`config.mk`:
```
export PLATFORM = sky130hd
export DESIGN_NAME = mem_req_initiator
export DESIGN_NICKNAME = d
export VERILOG_FILES = /design/src/rtl/mem_req_initiator_pkg.sv /design/src/rtl/req_cmd_fifo.sv /design/src/rtl/mem_req_initiator.sv
export SDC_FILE = /design/constraint.sdc
export NUM_CORES = 1
export LEC_CHECK = 0
export ABC_AREA = 1
export ABC_CLOCK_PERIOD_IN_PS = 4550
export BUFFER_PORTS_ARGS = -buffer_cell sky130_fd_sc_hd__buf_4
export CORE_ASPECT_RATIO = 0.6
export CORE_MARGIN = 4
export CORE_UTILIZATION = 56
export CTS_CLUSTER_SIZE = 24
export DETAILED_ROUTE_END_ITERATION = 8
export PLACE_DENSITY = 0.88
export SKIP_CTS_REPAIR_TIMING = 1
export SYNTH_ARGS = -nofsm -noshare
export SYNTH_HDL_FRONTEND = slang
export SYNTH_SLANG_ARGS = --single-unit
```
`constraint.sdc`:
```
create_clock -name clk -period 4.55 [get_ports clk]
set_input_delay 0.455 -clock clk [delete_from_list [all_inputs] [get_ports clk]]
set_output_delay 0.455 -clock clk [all_outputs]
set_load 0.1 [all_outputs]
```
`src/rtl/mem_req_initiator_pkg.sv`:
```
// Shared types and default constants for the memory request initiator.
// The FSM encoding is 2 bits wide and is visible on the top-level debug port.
package mem_req_initiator_pkg;

  typedef enum logic [1:0] {
    ST_IDLE = 2'd0,
    ST_REQ  = 2'd1,
    ST_RESP = 2'd2
  } state_e;

  localparam int unsigned DEF_ADDRESSLENGTH = 16;
  localparam int unsigned DEF_DATALENGTH    = 32;
  localparam int unsigned DEF_CMD_DEPTH     = 4;
  localparam int unsigned DEF_TIMEOUT       = 64;

endpackage

```
`src/rtl/req_cmd_fifo.sv`:
```
// Command FIFO with full/empty flags. Pointers carry one extra wrap bit;
// a push while full is accepted when a pop happens in the same cycle.
module req_cmd_fifo #(
  parameter int unsigned WIDTH = 49,
  parameter int unsigned DEPTH = 4
) (
  input  logic             clk,
  input  logic             reset,
  input  logic             push_i,
  input  logic [WIDTH-1:0] wdata_i,
  input  logic             pop_i,
  output logic [WIDTH-1:0] rdata_o,
  output logic             full_o,
  output logic             empty_o
);

  // DEPTH is expected to be a power of two, at least 2.
  localparam int unsigned AW = (DEPTH > 1) ? $clog2(DEPTH) : 1;

  logic [WIDTH-1:0] mem_q [DEPTH];
  logic [AW:0]      wr_ptr_q;
  logic [AW:0]      rd_ptr_q;
  logic             do_push;
  logic             do_pop;

  assign empty_o = (wr_ptr_q == rd_ptr_q);
  assign full_o  = (wr_ptr_q[AW] != rd_ptr_q[AW]) &&
                   (wr_ptr_q[AW-1:0] == rd_ptr_q[AW-1:0]);
  assign do_pop  = pop_i && !empty_o;
  assign do_push = push_i && (!full_o || do_pop);
  assign rdata_o = mem_q[rd_ptr_q[AW-1:0]];

  always_ff @(posedge clk or posedge reset) begin
    if (reset) begin
      wr_ptr_q <= '0;
      rd_ptr_q <= '0;
    end else begin
      if (do_push) wr_ptr_q <= wr_ptr_q + (AW+1)'(1);
      if (do_pop)  rd_ptr_q <= rd_ptr_q + (AW+1)'(1);
    end
  end

  always_ff @(posedge clk) begin
    if (do_push) mem_q[wr_ptr_q[AW-1:0]] <= wdata_i;
  end

endmodule

```
`src/rtl/mem_req_initiator.sv`:
```
// Queues CPU-side commands and issues them one at a time to a cache controller,
// returning one response record per access (with timeout error) in FIFO order.
module mem_req_initiator
  import mem_req_initiator_pkg::*;
#(
  parameter int unsigned ADDRESSLENGTH = DEF_ADDRESSLENGTH,
  parameter int unsigned DATALENGTH    = DEF_DATALENGTH,
  parameter int unsigned CMD_DEPTH     = DEF_CMD_DEPTH,
  parameter int unsigned TIMEOUT       = DEF_TIMEOUT
) (
  input  logic                     clk,
  input  logic                     reset,
  input  logic                     cmd_valid,
  output logic                     cmd_ready,
  input  logic                     cmd_we,
  input  logic [ADDRESSLENGTH-1:0] cmd_addr,
  input  logic [DATALENGTH-1:0]    cmd_wdata,
  output logic                     cpu_re,
  output logic                     cpu_we,
  output logic [ADDRESSLENGTH-1:0] cpu_addr,
  output logic [DATALENGTH-1:0]    cpu_wdata,
  input  logic [DATALENGTH-1:0]    cpu_rdata,
  input  logic                     cpu_ready,
  output logic                     resp_valid,
  input  logic                     resp_ready,
  output logic [DATALENGTH-1:0]    resp_rdata,
  output logic [ADDRESSLENGTH-1:0] resp_addr,
  output logic                     resp_we,
  output logic                     resp_err,
  output logic                     busy,
  output state_e                   state_o
);

  // Handshakes: a transfer happens on a rising edge where valid && ready;
  // the source holds valid and payload stable until that edge.

  localparam int unsigned CMD_W = 1 + ADDRESSLENGTH + DATALENGTH;
  localparam int unsigned CNT_W = $clog2(TIMEOUT + 1);

  state_e                   state_q;
  logic [CNT_W-1:0]         cnt_q;
  logic                     req_q;
  logic                     we_q;
  logic [ADDRESSLENGTH-1:0] cpu_addr_q;
  logic [DATALENGTH-1:0]    cpu_wdata_q;
  logic                     resp_valid_q;
  logic [DATALENGTH-1:0]    resp_rdata_q;
  logic [ADDRESSLENGTH-1:0] resp_addr_q;
  logic                     resp_we_q;
  logic                     resp_err_q;

  logic [CMD_W-1:0]         head;
  logic                     head_we;
  logic [ADDRESSLENGTH-1:0] head_addr;
  logic [DATALENGTH-1:0]    head_wdata;
  logic                     fifo_full;
  logic                     fifo_empty;
  logic                     fifo_pop;
  logic                     resp_pop;

  req_cmd_fifo #(
    .WIDTH (CMD_W),
    .DEPTH (CMD_DEPTH)
  ) u_cmd_fifo (
    .clk     (clk),
    .reset   (reset),
    .push_i  (cmd_valid && cmd_ready),
    .wdata_i ({cmd_we, cmd_addr, cmd_wdata}),
    .pop_i   (fifo_pop),
    .rdata_o (head),
    .full_o  (fifo_full),
    .empty_o (fifo_empty)
  );

  assign {head_we, head_addr, head_wdata} = head;

  assign resp_pop  = resp_valid_q && resp_ready;
  // Only issue when the single response slot is free by the time this access completes.
  assign fifo_pop  = (state_q == ST_IDLE) && !fifo_empty && (!resp_valid_q || resp_ready);
  assign cmd_ready = !fifo_full || fifo_pop;

  // Gated by cpu_ready so the controller never sees a request in its completion cycle.
  assign cpu_re     = req_q && !we_q && !cpu_ready;
  assign cpu_we     = req_q &&  we_q && !cpu_ready;
  assign cpu_addr   = cpu_addr_q;
  assign cpu_wdata  = cpu_wdata_q;
  assign resp_valid = resp_valid_q;
  assign resp_rdata = resp_rdata_q;
  assign resp_addr  = resp_addr_q;
  assign resp_we    = resp_we_q;
  assign resp_err   = resp_err_q;
  assign busy       = !fifo_empty || (state_q != ST_IDLE) || resp_valid_q;
  assign state_o    = state_q;

  always_ff @(posedge clk or posedge reset) begin
    if (reset) begin
      state_q      <= ST_IDLE;
      cnt_q        <= '0;
      req_q        <= 1'b0;
      we_q         <= 1'b0;
      cpu_addr_q   <= '0;
      cpu_wdata_q  <= '0;
      resp_valid_q <= 1'b0;
      resp_rdata_q <= '0;
      resp_addr_q  <= '0;
      resp_we_q    <= 1'b0;
      resp_err_q   <= 1'b0;
    end else begin
      if (resp_pop) resp_valid_q <= 1'b0;
      case (state_q)
        ST_IDLE: begin
          if (fifo_pop) begin
            cpu_addr_q  <= head_addr;
            cpu_wdata_q <= head_wdata;
            we_q        <= head_we;
            req_q       <= 1'b1;
            cnt_q       <= '0;
            state_q     <= ST_REQ;
          end
        end
        ST_REQ: begin
          if (cpu_ready || (cnt_q == CNT_W'(TIMEOUT - 1))) begin
            req_q        <= 1'b0;
            resp_valid_q <= 1'b1;
            resp_rdata_q <= (cpu_ready && !we_q) ? cpu_rdata : '0;
            resp_addr_q  <= cpu_addr_q;
            resp_we_q    <= we_q;
            resp_err_q   <= !cpu_ready;
            state_q      <= ST_RESP;
          end else begin
            cnt_q <= cnt_q + CNT_W'(1);
          end
        end
        ST_RESP: state_q <= ST_IDLE;
        default: state_q <= ST_IDLE;
      endcase
    end
  end

endmodule
```
# [Word-level counts from Yosys, hierarchy flattened]
# Memory sizes are Yosys's and may differ from the RTL's. A register that Yosys moved wholly into a read port is not among the register bits.
# Index checks and enable logic that the tools add are counted.
[totals] ff_bits=67 latch_bits=0 ram_bits=196 rom_bits=0 word_cells=68 n_memories=1
[memory_table] memory="u_cmd_fifo.mem_q" words=4 width=49 rd=1 rd_ports_with_merged_regs=1 wr=1 line_no="req_cmd_fifo.sv:20" text="logic [WIDTH-1:0] mem_q [DEPTH];"
[op_classes] n_addsub=3 mul=0 n_div=0 magnitude_cmp=0 eq_ne=8 shifts=0 mux=15 n_bitwise=0 n_reduce_logical=31
[op_table] op="32-bit 2-to-1 mux" count=1
[op_table] op="7-bit 2-to-1 mux" count=2
[op_table] op="7-bit case mux with 2 select lines" count=1
[op_table] op="1-bit logical AND" count=12
[op_table] op="7-bit by 1-bit adder with 7-bit output (second input constant)" count=1
[op_table] op="7-bit by 6-bit equality test with 1-bit output (second input constant)" count=1
[op_table] op="1-bit 2-to-1 mux" count=7
[op_table] op="3-bit by 1-bit adder with 3-bit output (second input constant)" count=2
[op_table] op="1-bit logical OR" count=6
[op_table] op="2-bit != test (second input constant)" count=3
[op_table] op="2-bit AND reduction" count=3
[op_table] op="3-bit AND reduction" count=2
[op_table] op="1-bit zero test" count=5
[op_table] op="2-bit 2-to-1 mux" count=2
[op_table] op="2-bit case mux with 2 select lines" count=1
[op_table] op="2-bit nonzero test" count=2
[op_table] op="3-bit equality test" count=1
[op_table] op="2-bit by 1-bit equality test with 1-bit output (second input constant)" count=1
[op_table] op="2-bit equality test" count=1
[op_table] op="2-bit zero test" count=1
[op_table] op="1-bit case mux with 2 select lines" count=1
[op_table] op="1-bit != test" count=1

# [Logic depth before layout (Yosys ltp)]
[logic_depth] ltp_word=9 ltp_mapped=10 depth_no_buf=9

# [Modules after synthesis]
# From an unflattened synthesis, not the netlist that was laid out.
[unflattened] hier_cells=1032 hier_area_um2=12094.1
[modules_own_cells] module="req_cmd_fifo" n_inst=1 cells_per_inst=534 area_per_inst_um2=7661.1 seq_area_each_um2=6035.8
[modules_own_cells] module="mem_req_initiator" n_inst=1 cells_per_inst=498 area_per_inst_um2=4433.0 seq_area_each_um2=2752.6

# [Worst setup path after synthesis]
# Ideal clock, no wire load.
[synth_path] kind="reg2reg" startpoint="register state_q[0], in the netlist state_o[0]" endpoint="memory u_cmd_fifo.mem_q[0][0] (enable)" setup_ns=0.456 arrival_time_ns=4.276 required_time_ns=4.094 setup_slack_ns=-0.181 stages_incl_launch_ff=6 path_cell_list="dfrtp_1 nor2_1 nand2_1 nand4_1 nand2_1 nor2_1"
[synth_via] elab_chain_len=8 elab_cells_between_ends=10 cone_classes="mux (2); reduce/logical (8)"
[synth_rtl] item="from (decl)" line_no="mem_req_initiator.sv:40" text="state_e state_q;"
[synth_rtl] item="from (signal assigned)" line_no="mem_req_initiator.sv:97" text="state_q <= ST_IDLE;"
[synth_rtl] item="from (signal assigned)" line_no="mem_req_initiator.sv:118" text="state_q <= ST_REQ;"
[synth_rtl] item="from (signal assigned)" line_no="mem_req_initiator.sv:129" text="state_q <= ST_RESP;"
[synth_rtl] item="2-bit zero test" line_no="mem_req_initiator.sv:79" text="assign fifo_pop = (state_q == ST_IDLE) && !fifo_empty && (!resp_valid_q || resp_ready);"
[synth_rtl] item="1-bit logical AND (2 in series)" line_no="mem_req_initiator.sv:79"
[synth_rtl] item="1-bit logical OR" line_no="mem_req_initiator.sv:80" text="assign cmd_ready = !fifo_full || fifo_pop;"
[synth_rtl] item="via cmd_ready" line_no="mem_req_initiator.sv:14" text="output logic cmd_ready,"
[synth_rtl] item="1-bit logical AND" line_no="mem_req_initiator.sv:67" text=".push_i (cmd_valid && cmd_ready),"
[synth_rtl] item="1-bit logical AND" line_no="req_cmd_fifo.sv:30" text="assign do_push = push_i && (!full_o || do_pop);"
[synth_rtl] item="1-bit 2-to-1 mux" line_no="req_cmd_fifo.sv:44" text="if (do_push) mem_q[wr_ptr_q[AW-1:0]] <= wdata_i;"
[synth_rtl] item="1-bit 2-to-1 mux (implied by the code)" line_no="req_cmd_fifo.sv:44"
[synth_rtl] item="to (decl)" line_no="req_cmd_fifo.sv:20"
# The timed path passes the listed nets, and every way through them passes these cells.

# [Final worst setup path]
[layout_path] startpoint="register u_cmd_fifo.rd_ptr_q[1]" endpoint="memory u_cmd_fifo.mem_q[2][9] (enable)"
[layout_via] elab_chain_len=9 elab_cells_between_ends=14 cone_classes="eq/ne (2); mux (2); reduce/logical (10)"
[layout_rtl] item="from (decl)" line_no="req_cmd_fifo.sv:22" text="logic [AW:0] rd_ptr_q;"
[layout_rtl] item="from (signal assigned)" line_no="req_cmd_fifo.sv:39" text="if (do_pop) rd_ptr_q <= rd_ptr_q + (AW+1)'(1);"
[layout_rtl] item="3-bit equality test" line_no="req_cmd_fifo.sv:26" text="assign empty_o = (wr_ptr_q == rd_ptr_q);"
[layout_rtl] item="1-bit zero test" line_no="req_cmd_fifo.sv:29, mem_req_initiator.sv:79"
[layout_rtl] item="1-bit logical AND (2 in series)" line_no="mem_req_initiator.sv:79"
[layout_rtl] item="1-bit logical OR / 1-bit logical AND (equally long branches)" line_no="mem_req_initiator.sv:80, req_cmd_fifo.sv:29"
[layout_rtl] item="1-bit logical AND / 1-bit logical OR (equally long branches)" line_no="mem_req_initiator.sv:67, req_cmd_fifo.sv:30"
[layout_rtl] item="1-bit logical AND *" line_no="req_cmd_fifo.sv:30"
[layout_rtl] item="1-bit 2-to-1 mux *" line_no="req_cmd_fifo.sv:44"
[layout_rtl] item="1-bit 2-to-1 mux (implied by the code) *" line_no="req_cmd_fifo.sv:44"
# Mark *: on every way between the ends. The rest lies on a longest branch, timed or not.

==> metrics.txt <==
# TYPE chip_impl_metric gauge
chip_impl_metric{name="die_area",unit="µm²"} 24000
chip_impl_metric{name="timing.critical_path.slowest_cell_delay",unit="ps"} 950
chip_impl_info{name="setup.worst_path.end_class",value="flop"} 1
chip_impl_metric{name="drtPass1Iterations",unit=""} 6
chip_impl_info{name="run_status",value="finished, final reports clean"} 1
chip_impl_metric{name="dpl.hpwl",unit="µm"} 18300
chip_impl_info{name="timing.hold.worst.class",value="input pin to async pin"} 1
chip_impl_metric{name="drt-initial-drc-count",unit=""} 808
chip_impl_metric{name="synthDistinctLibCells",unit=""} 27
chip_impl_metric{name="worst-endpoint-required",unit="ps"} 4740
chip_impl_metric{name="grt_start_max_net_pins",unit=""} 101
chip_impl_metric{name="sink_count",unit=""} 312
chip_impl_metric{name="antenna_violations_before_repair",unit=""} 1
chip_impl_metric{name="seq_total_area_yosys",unit="%"} 72.8
chip_impl_metric{name="netlist.area_leader.share",unit="%"} 48.8
chip_impl_info{name="leading_cell_types_by_total_area_after_synthesis",value="sky130_fd_sc_hd__edfxtp_1 49%, sky130_fd_sc_hd__dfrtp_1 24%, sky130_fd_sc_hd__nand2_1 9.6%"} 1
chip_impl_metric{name="place.gp.congestion",unit=""} 0.801
chip_impl_metric{name="multi_input_comb_area",unit="µm²"} 2920
chip_impl_metric{name="worst-r2r-cell-count",unit=""} 7
chip_impl_metric{name="synth_warnings",unit=""} 0
chip_impl_metric{name="placement.io_buffers",unit=""} 190
chip_impl_metric{name="placed_cell_area",unit="µm²"} 13700
chip_impl_metric{name="timing.final.hold_violations",unit=""} 0
chip_impl_metric{name="timing.slew.headroom",unit="%"} 14.9
chip_impl_metric{name="grt_pass1_wl",unit="µm"} 45700
chip_impl_metric{name="achievable-frequency",unit="MHz"} 290
chip_impl_info{name="post_synthesis_cell_type_with_the_largest_combined_area",value="sky130_fd_sc_hd__edfxtp_1"} 1
chip_impl_metric{name="crit_cells",unit=""} 7
chip_impl_metric{name="number_of_clock_buffers_inserted_by_tritoncts",unit=""} 27
chip_impl_metric{name="clock_latency",unit="ps"} 520
chip_impl_metric{name="clock-skew-final",unit="ps"} 17.1
chip_impl_metric{name="via_per_inst",unit=""} 5.58
chip_impl_info{name="dominantRegCellSynth",value="sky130_fd_sc_hd__edfxtp_1"} 1
chip_impl_metric{name="register_to_register_setup_slack",unit="ps"} 1100
chip_impl_metric{name="vias",unit=""} 8438
chip_impl_info{name="tritoncts",value="built"} 1
chip_impl_metric{name="drtAntennaViolNets",unit=""} 0
chip_impl_metric{name="yosys_register_bits",unit=""} 312
chip_impl_info{name="worstPathCellList",value="inv_2 -> nand2_1 -> nand2_1 -> nand4_1 -> nand2_1 -> nor2_4 -> buf_4"} 1
chip_impl_metric{name="routedWlPerCell",unit="µm"} 19.3
chip_impl_metric{name="finalWorstPathRequiredPeriod",unit="ps"} 3450
chip_impl_metric{name="grt_util_overall",unit="%"} 24.0
chip_impl_metric{name="antenna_cells",unit=""} 0
chip_impl_info{name="ranking_of_synthesized_cells_by_instance_count",value="310 x sky130_fd_sc_hd__nand2_1, 196 x sky130_fd_sc_hd__edfxtp_1, 116 x sky130_fd_sc_hd__dfrtp_1"} 1
chip_impl_info{name="worst_path_dominant_cell_family",value="simple AND/OR/NAND/NOR gates"} 1
chip_impl_metric{name="drt-total-wl",unit="µm"} 29300
chip_impl_metric{name="cp.arrival",unit="ps"} 3640
chip_impl_metric{name="finish.instance_area",unit="µm²"} 14500
chip_impl_metric{name="synth_enable_flop_cells",unit=""} 196
chip_impl_metric{name="overflow",unit=""} 0
chip_impl_metric{name="drive_gt1_share",unit="%"} 21.5
chip_impl_metric{name="n_fill_cell",unit=""} 1444
chip_impl_metric{name="synth_fp_nets",unit=""} 1130
chip_impl_info{name="path_common_cell",value="sky130_fd_sc_hd__nand2_1"} 1
chip_impl_metric{name="synthArstFlopShare",unit="%"} 37.2
chip_impl_metric{name="grt_pass1_vias",unit=""} 8351
chip_impl_info{name="critical_path_cell_with_the_highest_stage_delay",value="sky130_fd_sc_hd__dfrtp_2"} 1
chip_impl_info{name="worst-setup-path-type",value="flop to flop"} 1
chip_impl_metric{name="clock_tree.htree_level_count",unit=""} 1
chip_impl_metric{name="register_area",unit="µm²"} 8790
chip_impl_metric{name="synth.avg_cell_area",unit="µm²"} 11.6
chip_impl_metric{name="number_of_cell_rows",unit=""} 41
chip_impl_metric{name="timing.max_cap.violations",unit=""} 0
chip_impl_metric{name="clkTransAtPathRegs",unit="ps"} 70
chip_impl_metric{name="floorplan.core_area",unit="µm²"} 21100
chip_impl_metric{name="initial_utilization",unit="%"} 57.2
chip_impl_metric{name="syn-cell-area",unit="µm²"} 12100
chip_impl_info{name="critPathLaunchType",value="flop"} 1
chip_impl_info{name="clock-root-buffer",value="sky130_fd_sc_hd__clkbuf_16"} 1
chip_impl_metric{name="final_nets",unit=""} 1306
chip_impl_metric{name="synthesis.instances",unit=""} 1038
chip_impl_metric{name="areaGrowthSynthToFinish",unit="%"} 20.3
chip_impl_metric{name="floorplan.die.height",unit="µm"} 122
chip_impl_metric{name="worst_path_buf_inv",unit=""} 2
chip_impl_metric{name="drc_violation_count_after_routing",unit=""} 0
chip_impl_metric{name="setup_viol_count_final",unit=""} 0
chip_impl_metric{name="final_period_util",unit="%"} 75.9
chip_impl_info{name="yosysMostFrequentCell",value="sky130_fd_sc_hd__nand2_1"} 1
chip_impl_metric{name="slew_violations",unit=""} 0
chip_impl_metric{name="worstPathMaxFanout",unit=""} 53
chip_impl_metric{name="cts-root-to-sink-buffers",unit=""} 3
chip_impl_metric{name="timing_worst_slew_pin_value",unit="ps"} 1280
chip_impl_metric{name="pin_count",unit=""} 191
chip_impl_metric{name="die-width",unit="µm"} 198
chip_impl_info{name="rsz0062_at_grt",value="false"} 1
-- placed cells by master, fill, tap and decap left out --
cell type,netlist,final
sky130_fd_sc_hd__edfxtp_1,196,196
sky130_fd_sc_hd__ha_1,6,6
sky130_fd_sc_hd__clkbuf_16,0,27
sky130_fd_sc_hd__clkbuf_8,0,5
sky130_fd_sc_hd__clkinv_2,0,3
sky130_fd_sc_hd__clkbuf_1,23,10
sky130_fd_sc_hd__nor2_2,0,1
sky130_fd_sc_hd__o22ai_1,49,49
sky130_fd_sc_hd__nand4_1,3,3
sky130_fd_sc_hd__nor3_1,4,4
sky130_fd_sc_hd__xor2_1,2,2
sky130_fd_sc_hd__nand2_1,310,310
sky130_fd_sc_hd__clkinv_1,0,3
sky130_fd_sc_hd__nor2_4,0,4
sky130_fd_sc_hd__nand3_1,13,13
sky130_fd_sc_hd__inv_1,21,20
sky130_fd_sc_hd__inv_2,4,4
sky130_fd_sc_hd__dfrtp_4,0,1
sky130_fd_sc_hd__buf_4,9,202
sky130_fd_sc_hd__nor3b_1,1,1
sky130_fd_sc_hd__dfrtp_2,0,1
sky130_fd_sc_hd__inv_4,1,2
sky130_fd_sc_hd__o21ai_1,17,17
sky130_fd_sc_hd__nand3_2,3,3
sky130_fd_sc_hd__xnor2_2,1,1
sky130_fd_sc_hd__nand2_2,4,4
sky130_fd_sc_hd__nand2_4,2,2
sky130_fd_sc_hd__dfrtp_1,116,114
sky130_fd_sc_hd__nor2_1,112,107
sky130_fd_sc_hd__bufinv_16,0,1
sky130_fd_sc_hd__xnor2_1,1,1
sky130_fd_sc_hd__o21ai_2,4,4
sky130_fd_sc_hd__o21ai_0,113,113
-- worst reg2reg max path, cell delays in order (launching register included) --
cell                      delay, ps
sky130_fd_sc_hd__dfrtp_2        950
sky130_fd_sc_hd__inv_2           90
sky130_fd_sc_hd__nand2_1        100
sky130_fd_sc_hd__nand2_1        100
sky130_fd_sc_hd__nand4_1        240
sky130_fd_sc_hd__nand2_1        360
sky130_fd_sc_hd__nor2_4         840
sky130_fd_sc_hd__buf_4          430
-- worst paths after layout --
kind,from,to
setup / recovery,u_cmd_fifo.rd_ptr_q[1],u_cmd_fifo.mem_q[2][9]
hold / removal,reset,cnt_q[5]
setup reg to reg,u_cmd_fifo.rd_ptr_q[1],u_cmd_fifo.mem_q[2][9]
hold reg to reg,cpu_wdata[3],cpu_wdata[3]
max in group asynchronous,reset,cpu_addr[3]
min in group clk,cmd_addr[13],u_cmd_fifo.mem_q[3][45]
-- per-stage QoR --
stage,utilization (%),hold slack [ps],setup TNS [ps],setup slack (ps),std cells
global placement,64.9,460,0,1330,1464
floorplan,-,442,-35570,-181,1038
global route,68.8,42.7,0,869,1513
CTS,68.8,31.1,0,1120,1513
detailed placement,64.9,467,0,1140,1464
finish,68.8,9.50,0,1100,1513
-- registers in the layout, summed over array words and instances, names as in the netlist --
| signal | flops |
|---|---|
| cnt_q | 7 |
| cpu_addr | 16 |
| cpu_wdata | 32 |
| req_q | 1 |
| resp_addr | 16 |
| resp_err | 1 |
| resp_rdata | 32 |
| resp_valid | 1 |
| resp_we | 1 |
| state_o | 2 |
| u_cmd_fifo.mem_q | 196 |
| u_cmd_fifo.rd_ptr_q | 3 |
| u_cmd_fifo.wr_ptr_q | 3 |
| we_q | 1 |
-- kinds of logic (layout without fill, tap and decap cells) --
kind of cell    count (synthesis)  count (layout)  share of synthesized area (%)
buf+inv                        81             277                           3.31
flops                         312             312                           72.8
compound gates                183             183                           8.22
simple gates                  452             452                           14.7
fa+ha+maj                       6               6                          0.622
xor+xnor                        4               4                          0.353
-- layer usage --
metal / vias to the layer above / share of wire [%] / global-route usage, %
met2: 389 / 48 / 37.8
met1: 4111 / 43 / 35.8
met4: 2 / 1.8 / 5.16
met5: - / 0.038 / 0
li1: 3890 / - / -
met3: 46 / 7.9 / 4.20
-- layout make-up --
type | count | share of cell area, %
clock buffer | 42 | 5.39
tap | 279 | 2.40
timing repair buffer | 202 | 10.4
multi-input combinational | 645 | 20.1
sequential | 312 | 60.6
inverter | 26 | 0.707
clock inverter | 7 | 0.388
Power is left out: the tool's default activity adds up to more than one toggle a clock period on the data nets, which glitch-free logic cannot reach.
